--- config.mk ---
export PLATFORM = sky130hd
export DESIGN_NAME = aq_ifu_ibuf_align
export DESIGN_NICKNAME = d
export VERILOG_FILES = /design/src/rtl/aq_ifu_ibuf_align.sv
export SDC_FILE = /design/constraint.sdc
export NUM_CORES = 1
export LEC_CHECK = 0
export ABC_AREA = 1
export CORE_MARGIN = 4
export CORE_UTILIZATION = 35
export CTS_BUF_LIST = sky130_fd_sc_hd__clkbuf_4 sky130_fd_sc_hd__clkbuf_8 sky130_fd_sc_hd__clkbuf_16
export DETAILED_ROUTE_END_ITERATION = 6
export PLACE_DENSITY = 0.8
export RECOVER_POWER = 25
export SYNTH_ARGS = -nofsm -noshare
export SYNTH_HDL_FRONTEND = slang
export SYNTH_SLANG_ARGS = --single-unit
--- constraint.sdc ---
create_clock -name forever_cpuclk -period 2.4 [get_ports forever_cpuclk]
set_input_delay 0.72 -clock forever_cpuclk [delete_from_list [all_inputs] [get_ports forever_cpuclk]]
set_output_delay 0.72 -clock forever_cpuclk [all_outputs]
set_load 0.02 [all_outputs]
--- src/rtl/aq_ifu_ibuf_align.sv ---
// Aligns the two oldest ibuf halfwords into one RV16/RV32 instruction and registers it toward IDU.
// Latency: head valid -> ifu_idu_inst_vld is 1 cycle, with combinational retire pulses in the load cycle.
// Backpressure: idu_ifu_stall freezes a valid output and blocks retire. Optional IBUF_ALIGN_PERF_CNT_EN.
module aq_ifu_ibuf_align #(
   parameter int HINFO_WIDTH = 22,
   parameter int CNT_WIDTH   = 32
) (
   input  logic                   forever_cpuclk,
   input  logic                   cpurst,
   input  logic                   ibuf_flush_en,
   input  logic                   ibuf_head0_vld,
   input  logic [15:0]            ibuf_head0_inst,
   input  logic [1:0]             ibuf_head0_pred_taken,
   input  logic                   ibuf_head0_acc_err,
   input  logic                   ibuf_head0_pgflt,
   input  logic [HINFO_WIDTH-1:0] ibuf_head0_halt_info,
   input  logic                   ibuf_head1_vld,
   input  logic [15:0]            ibuf_head1_inst,
   input  logic [1:0]             ibuf_head1_pred_taken,
   input  logic                   ibuf_head1_acc_err,
   input  logic                   ibuf_head1_pgflt,
   input  logic [HINFO_WIDTH-1:0] ibuf_head1_halt_info,
   input  logic                   idu_ifu_stall,
   output logic                   align_retire0_en,
   output logic                   align_retire1_en,
   output logic                   ifu_idu_inst_vld,
   output logic [31:0]            ifu_idu_inst,
   output logic                   ifu_idu_inst_32,
   output logic [1:0]             ifu_idu_pred_taken,
   output logic [HINFO_WIDTH-1:0] ifu_idu_halt_info,
   output logic                   ifu_idu_acc_err,
   output logic                   ifu_idu_pgflt,
   output logic                   ifu_idu_expt_hi,
   output logic [CNT_WIDTH-1:0]   ifu_perf_wait_hi_cnt
);

   typedef struct packed {
      logic [31:0]            inst;
      logic                   inst_32;
      logic [1:0]             pred_taken;
      logic [HINFO_WIDTH-1:0] halt_info;
      logic                   acc_err;
      logic                   pgflt;
      logic                   expt_hi;
   } idu_dat_t;

   logic     is16, f0, f1, cand, load;
   logic     out_vld;
   idu_dat_t out_dat, nxt_dat;
   logic     unused_h1_hinfo;

   assign unused_h1_hinfo = ^ibuf_head1_halt_info;

   assign is16 = ibuf_head0_inst[1:0] != 2'b11;
   assign f0   = ibuf_head0_acc_err | ibuf_head0_pgflt;
   assign f1   = ibuf_head1_acc_err | ibuf_head1_pgflt;
   assign cand = ibuf_head0_vld & (is16 | f0 | ibuf_head1_vld);
   assign load = cand & (!out_vld | !idu_ifu_stall) & !ibuf_flush_en & !cpurst;

   assign align_retire0_en = load;
   assign align_retire1_en = load & !is16 & !f0;

   // A faulting head0 is issued alone as a 16-bit slot so the trap reports pc, not pc+2.
   always_comb begin
      nxt_dat            = '0;
      nxt_dat.halt_info  = ibuf_head0_halt_info;
      if (is16 | f0) begin
         nxt_dat.inst       = {16'b0, ibuf_head0_inst};
         nxt_dat.pred_taken = ibuf_head0_pred_taken;
         nxt_dat.acc_err    = ibuf_head0_acc_err;
         nxt_dat.pgflt      = ibuf_head0_pgflt;
      end else begin
         nxt_dat.inst       = {ibuf_head1_inst, ibuf_head0_inst};
         nxt_dat.inst_32    = 1'b1;
         nxt_dat.pred_taken = ibuf_head1_pred_taken;
         nxt_dat.acc_err    = ibuf_head1_acc_err;
         nxt_dat.pgflt      = ibuf_head1_pgflt;
         nxt_dat.expt_hi    = f1;
      end
   end

   always_ff @(posedge forever_cpuclk) begin
      if (cpurst) begin
         out_vld <= 1'b0;
         out_dat <= '0;
      end else begin
         if (ibuf_flush_en)
            out_vld <= 1'b0;
         else if (load)
            out_vld <= 1'b1;
         else if (!idu_ifu_stall)
            out_vld <= 1'b0;
         if (load)
            out_dat <= nxt_dat;
      end
   end

   assign ifu_idu_inst_vld   = out_vld;
   assign ifu_idu_inst       = out_dat.inst;
   assign ifu_idu_inst_32    = out_dat.inst_32;
   assign ifu_idu_pred_taken = out_dat.pred_taken;
   assign ifu_idu_halt_info  = out_dat.halt_info;
   assign ifu_idu_acc_err    = out_dat.acc_err;
   assign ifu_idu_pgflt      = out_dat.pgflt;
   assign ifu_idu_expt_hi    = out_dat.expt_hi;

`ifdef IBUF_ALIGN_PERF_CNT_EN
   logic [CNT_WIDTH-1:0] wait_hi_cnt;
   logic                 wait_hi;

   assign wait_hi = ibuf_head0_vld & !is16 & !f0 & !ibuf_head1_vld & !ibuf_flush_en;

   always_ff @(posedge forever_cpuclk) begin
      if (cpurst)
         wait_hi_cnt <= '0;
      else if (wait_hi && (wait_hi_cnt != {CNT_WIDTH{1'b1}}))
         wait_hi_cnt <= wait_hi_cnt + CNT_WIDTH'(1);
   end

   assign ifu_perf_wait_hi_cnt = wait_hi_cnt;
`else
   assign ifu_perf_wait_hi_cnt = '0;
`endif

endmodule

**After elaboration in Yosys (flattened, before gate mapping)**

Cells that the tools add are included.

- Equality and inequality tests: 2
- Bitwise logic cells: 11
- Multiplexer cells: 7
- Reductions and logical operators: 7

Operators with widths:

| kind | number |
|---|---|
| 32-bit 2-to-1 mux | 1 |
| 1-bit bitwise AND | 6 |
| 1-bit zero test | 6 |
| 1-bit OR | 5 |
| 1-bit 2-to-1 mux | 4 |
| 2-bit 2-to-1 mux | 2 |
| 2-bit by 1-bit inequality test with 1-bit output, second input constant | 1 |
| 2-bit inequality test, second input constant | 1 |
| 2-bit OR reduction | 1 |

- Output and inout bits: 95
- Bits in registers: 61
- Input port bits: 90
- Logic and storage cells: 35

**Longest topological paths before layout**

- Word-level depth: 9
- Gate-level depth with buffers: 10
- Mapped depth without buffers: 8

**Least setup slack after synthesis**

No wires, ideal clock.

- Path type: input port to output port
- Start point: input cpurst
- End point: output align_retire0_en
- Data required time: 1.680 ns
- Data arrival time: 1.486 ns
- Slack: 0.194 ns
- Stages on the path: 7
- Path buffers: 2
- Cells stage by stage: buf_6 -> inv_6 -> nand2_4 -> nor2_8 -> nand2_4 -> inv_2 -> buf_2

- Cells in the longest elaborated chain, start to end: 2

Ends and longest elaborated chain:

| element | RTL line | source |
|---|---|---|
| start, declared | 9 | `input logic cpurst,` |
| 1-bit zero test | 58 | `assign load = cand & (!out_vld \| !idu_ifu_stall) & !ibuf_flush_en & !cpurst;` |
| 1-bit bitwise AND | 58 |  |
| end, declared | 24 | `output logic align_retire0_en,` |

No other way between the ends.

**Worst setup path in the final report**

- Start point: input cpurst
- End point: output align_retire1_en

- Cells in the longest elaborated chain, start to end: 4

Ends and longest elaborated chain:

| element | RTL line | source |
|---|---|---|
| 1-bit zero test | 58 |  |
| 1-bit bitwise AND | 58 |  |
| 1-bit bitwise AND (2 in series) | 61 | `assign align_retire1_en = load & !is16 & !f0;` |
| end, declared | 25 | `output logic align_retire1_en,` |

No other way between the ends.

==> summary.txt <==
Core Region: 7370 sq um
Num CTS Buffers: 9
Hold WS: 465 ps
Die area: 9170 sq um
Status: finished, final reports clean
Yosys top cell area share: 0.453
Post-synthesis compound-gate area fraction: 0.106
Syn. warnings: 0
DIE WIDTH: 95.8 um
Setup crit start: cpurst
Area Overhead vs Synth: 57.1%
Worst path arrival time: 1550 ps
CP endpoint kind: output pin
Yosys top cell by area: dfxtp_1
Tcrit/Tclk final: 0.947
Post-Synthesis Cells: 366
Post-synthesis area per instance: 7.37 sq um
Power density over cell area: 566 nW/um^2
CTS clk-pin slew, worst paths: 70 ps
Drc violations: 0
Routed vias/inst: 4.35
# setup viols final: 0
Effective utilization at floorplan: 0.366
Clock Tree Buf Depth: 2
Number of max-cap violations: 0
Register area share after synthesis: 0.453
Max FO, Critical Path: 3
RSZ-0062 raised after global routing: no
Leak Pwr: 1.81 nW
DP HPWL: 5430 um
Iter 0 DRT Violations: 50
Post-Place Cells: 584
Least-Margin Pin Slew: 684 ps
Final core occ: 0.575
Layout cells sized above 1: 0.107
Final cell count without fillers: 611
CTS tree: done
Fin. max-slew vios: 0
Die boundary height: 95.8 um
Filler Cells Inserted: 697
Crit Path Class: input pin to output pin
Rows: 31
Req. time, crit path: 1680 ps
Reg-to-Reg End: ifu_idu_inst_vld
Pwr Total: 2.40 mW
Syn Std Cell Area: 2700 sq um
GP Congestion: 0.724
Synth Area in Simple Gates: 0.252
Synth Area in Adders: 0
Combinational family with the most area after synthesis: simple AND/OR/NAND/NOR gates
Htree depth: 3
Via count: 2658
Worst reg2reg startpoint: ifu_idu_inst_vld
I/O Buffers: 130
# diodes: 0
Critical path capture point: align_retire1_en
Netlist cell types: 18
Hold-fix buffers, CTS: 0
Clk_lat worst skew: 320 ps
Largest net degree at the start of global routing: 66
Final setup TNS: 0 ps
Aggregate global-route resource usage: 0.159
Min cycle time layout: 2270 ps
R2R setup slack: 470 ps
Synth area leaders: dfxtp_1, nor2_1, buf_4
Multiplexer share of the synthesized area: 0
Synth Area in XOR/XNOR: 0
Global-route wire length before repair: 11500 um
Root buffer cell: clkbuf_8
Startpoint type of the worst setup path: input pin
Count of final hold-check violations: 0
Ports: 185
GRT overflow: 0
Synth Register Bits: 61
Rel. slew slack: 0.544
Initial antenna violation count: 0
Vias in the first global route: 2532
VDD IR max: 0.305 mV
TritonCTS Sinks: 61
Pre-antenna DRT Iters: 4
Fmax: 440 MHz
Final ANT Viol Nets: 0
Wirelength, routed: 7370 um
Hold crit path type: flip-flop to flip-flop
Drt wl/cell: 12.1 um
Nets: 597
Clock Skews: 8.81 ps
Worst Reg-to-Reg Cells: 13
layout make-up:
class                      count  area, sq um  area share
inverter                      29          114      0.0269
multi-input combinational    254         1110       0.263
sequential                    61         1220       0.288
tap                           99          124      0.0292
clock buffer                  10          138      0.0325
timing repair buffer         152         1460       0.345
clock inverter                 6         62.6      0.0148
per-stage QoR:
stage | area (sq um) | worst slack [ps]
2_1_floorplan | 2810 | 194
3_3_place_gp | 3930 | -646
3_5_place_dp | 3930 | -661
4_1_cts | 4230 | 12.8
5_1_grt | 4240 | 72.1
6_report | 4240 | 126
sequential cells by signal, indices dropped and copies added (netlist names):
| register | cells |
|---|---|
| ifu_idu_halt_info | 22 |
| ifu_idu_acc_err | 1 |
| ifu_idu_pgflt | 1 |
| ifu_idu_inst_vld | 1 |
| ifu_idu_inst | 32 |
| ifu_idu_pred_taken | 2 |
| ifu_idu_inst_32 | 1 |
| ifu_idu_expt_hi | 1 |
cells in the final DEF (no fill, tap or decap), types with 10 or more instances in the layout:
master,count
a21oi_1,18
buf_4,21
clkbuf_8,10
clkdlybuf4s50_1,109
conb_1,32
dfxtp_1,61
dlygate4sd3_1,10
inv_1,23
nand2_1,37
nand3_1,17
nor2_1,102
o21ai_0,26
o21ai_1,13
Yosys cell counts:
cell,count
buf_2,5
buf_6,9
clkbuf_1,7
a21oi_1,18
nor2_8,1
inv_2,1
nor2_1,103
conb_1,1
nand3_2,1
nand2_1,40
o21ai_1,30
inv_6,1
o21ai_0,9
buf_4,32
inv_1,27
nand3_1,18
dfxtp_1,61
nand2_4,2
per-layer routing:
layer,GRT usage,part of all wire
met4,0.0592,0.012
met2,0.279,0.48
met1,0.175,0.39
met3,0.0594,0.11
met5,0,0
power breakdown:
group          leakage, nW  internal (mW)  switching [mW]
Sequential           0.497           1.05          0.0180
Clock               0.0943          0.503           0.394
Combinational         1.22          0.206           0.224
Total                 1.81           1.76           0.636
repair_timing:
item	4_1_cts	5_1_grt
endpoints found under the hold margin	0	0
pin swaps	5	2
gates resized for setup	31	1
setup endpoints to repair	2	2
buffers inserted	10	1
worst min-delay path by stage:
stage,start,endpoint,cells after the start
2_1_floorplan,ifu_idu_inst_32,ifu_idu_inst_32,2
3_3_place_gp,ifu_idu_inst[22],ifu_idu_inst[22],2
3_5_place_dp,ifu_idu_expt_hi,ifu_idu_expt_hi,2
4_1_cts,ifu_idu_expt_hi,ifu_idu_expt_hi,2
5_1_grt,ifu_idu_inst[19],ifu_idu_inst[19],2
6_report,ifu_idu_inst[19],ifu_idu_inst[19],2
logic make-up after synthesis:
logic type      count (synthesis)
buf+inv                        82
compound gates                 57
flops                          61
simple gates                  165
other cells                     1
critical path, stage by stage:
cell and delay [ps]:
dlygate4sd2_1 290, inv_6 80, nand2_4 60, nor2_8 140, nand3_4 90, inv_2 60, buf_6 100
Note: power is estimated with default switching activity, not from simulation.
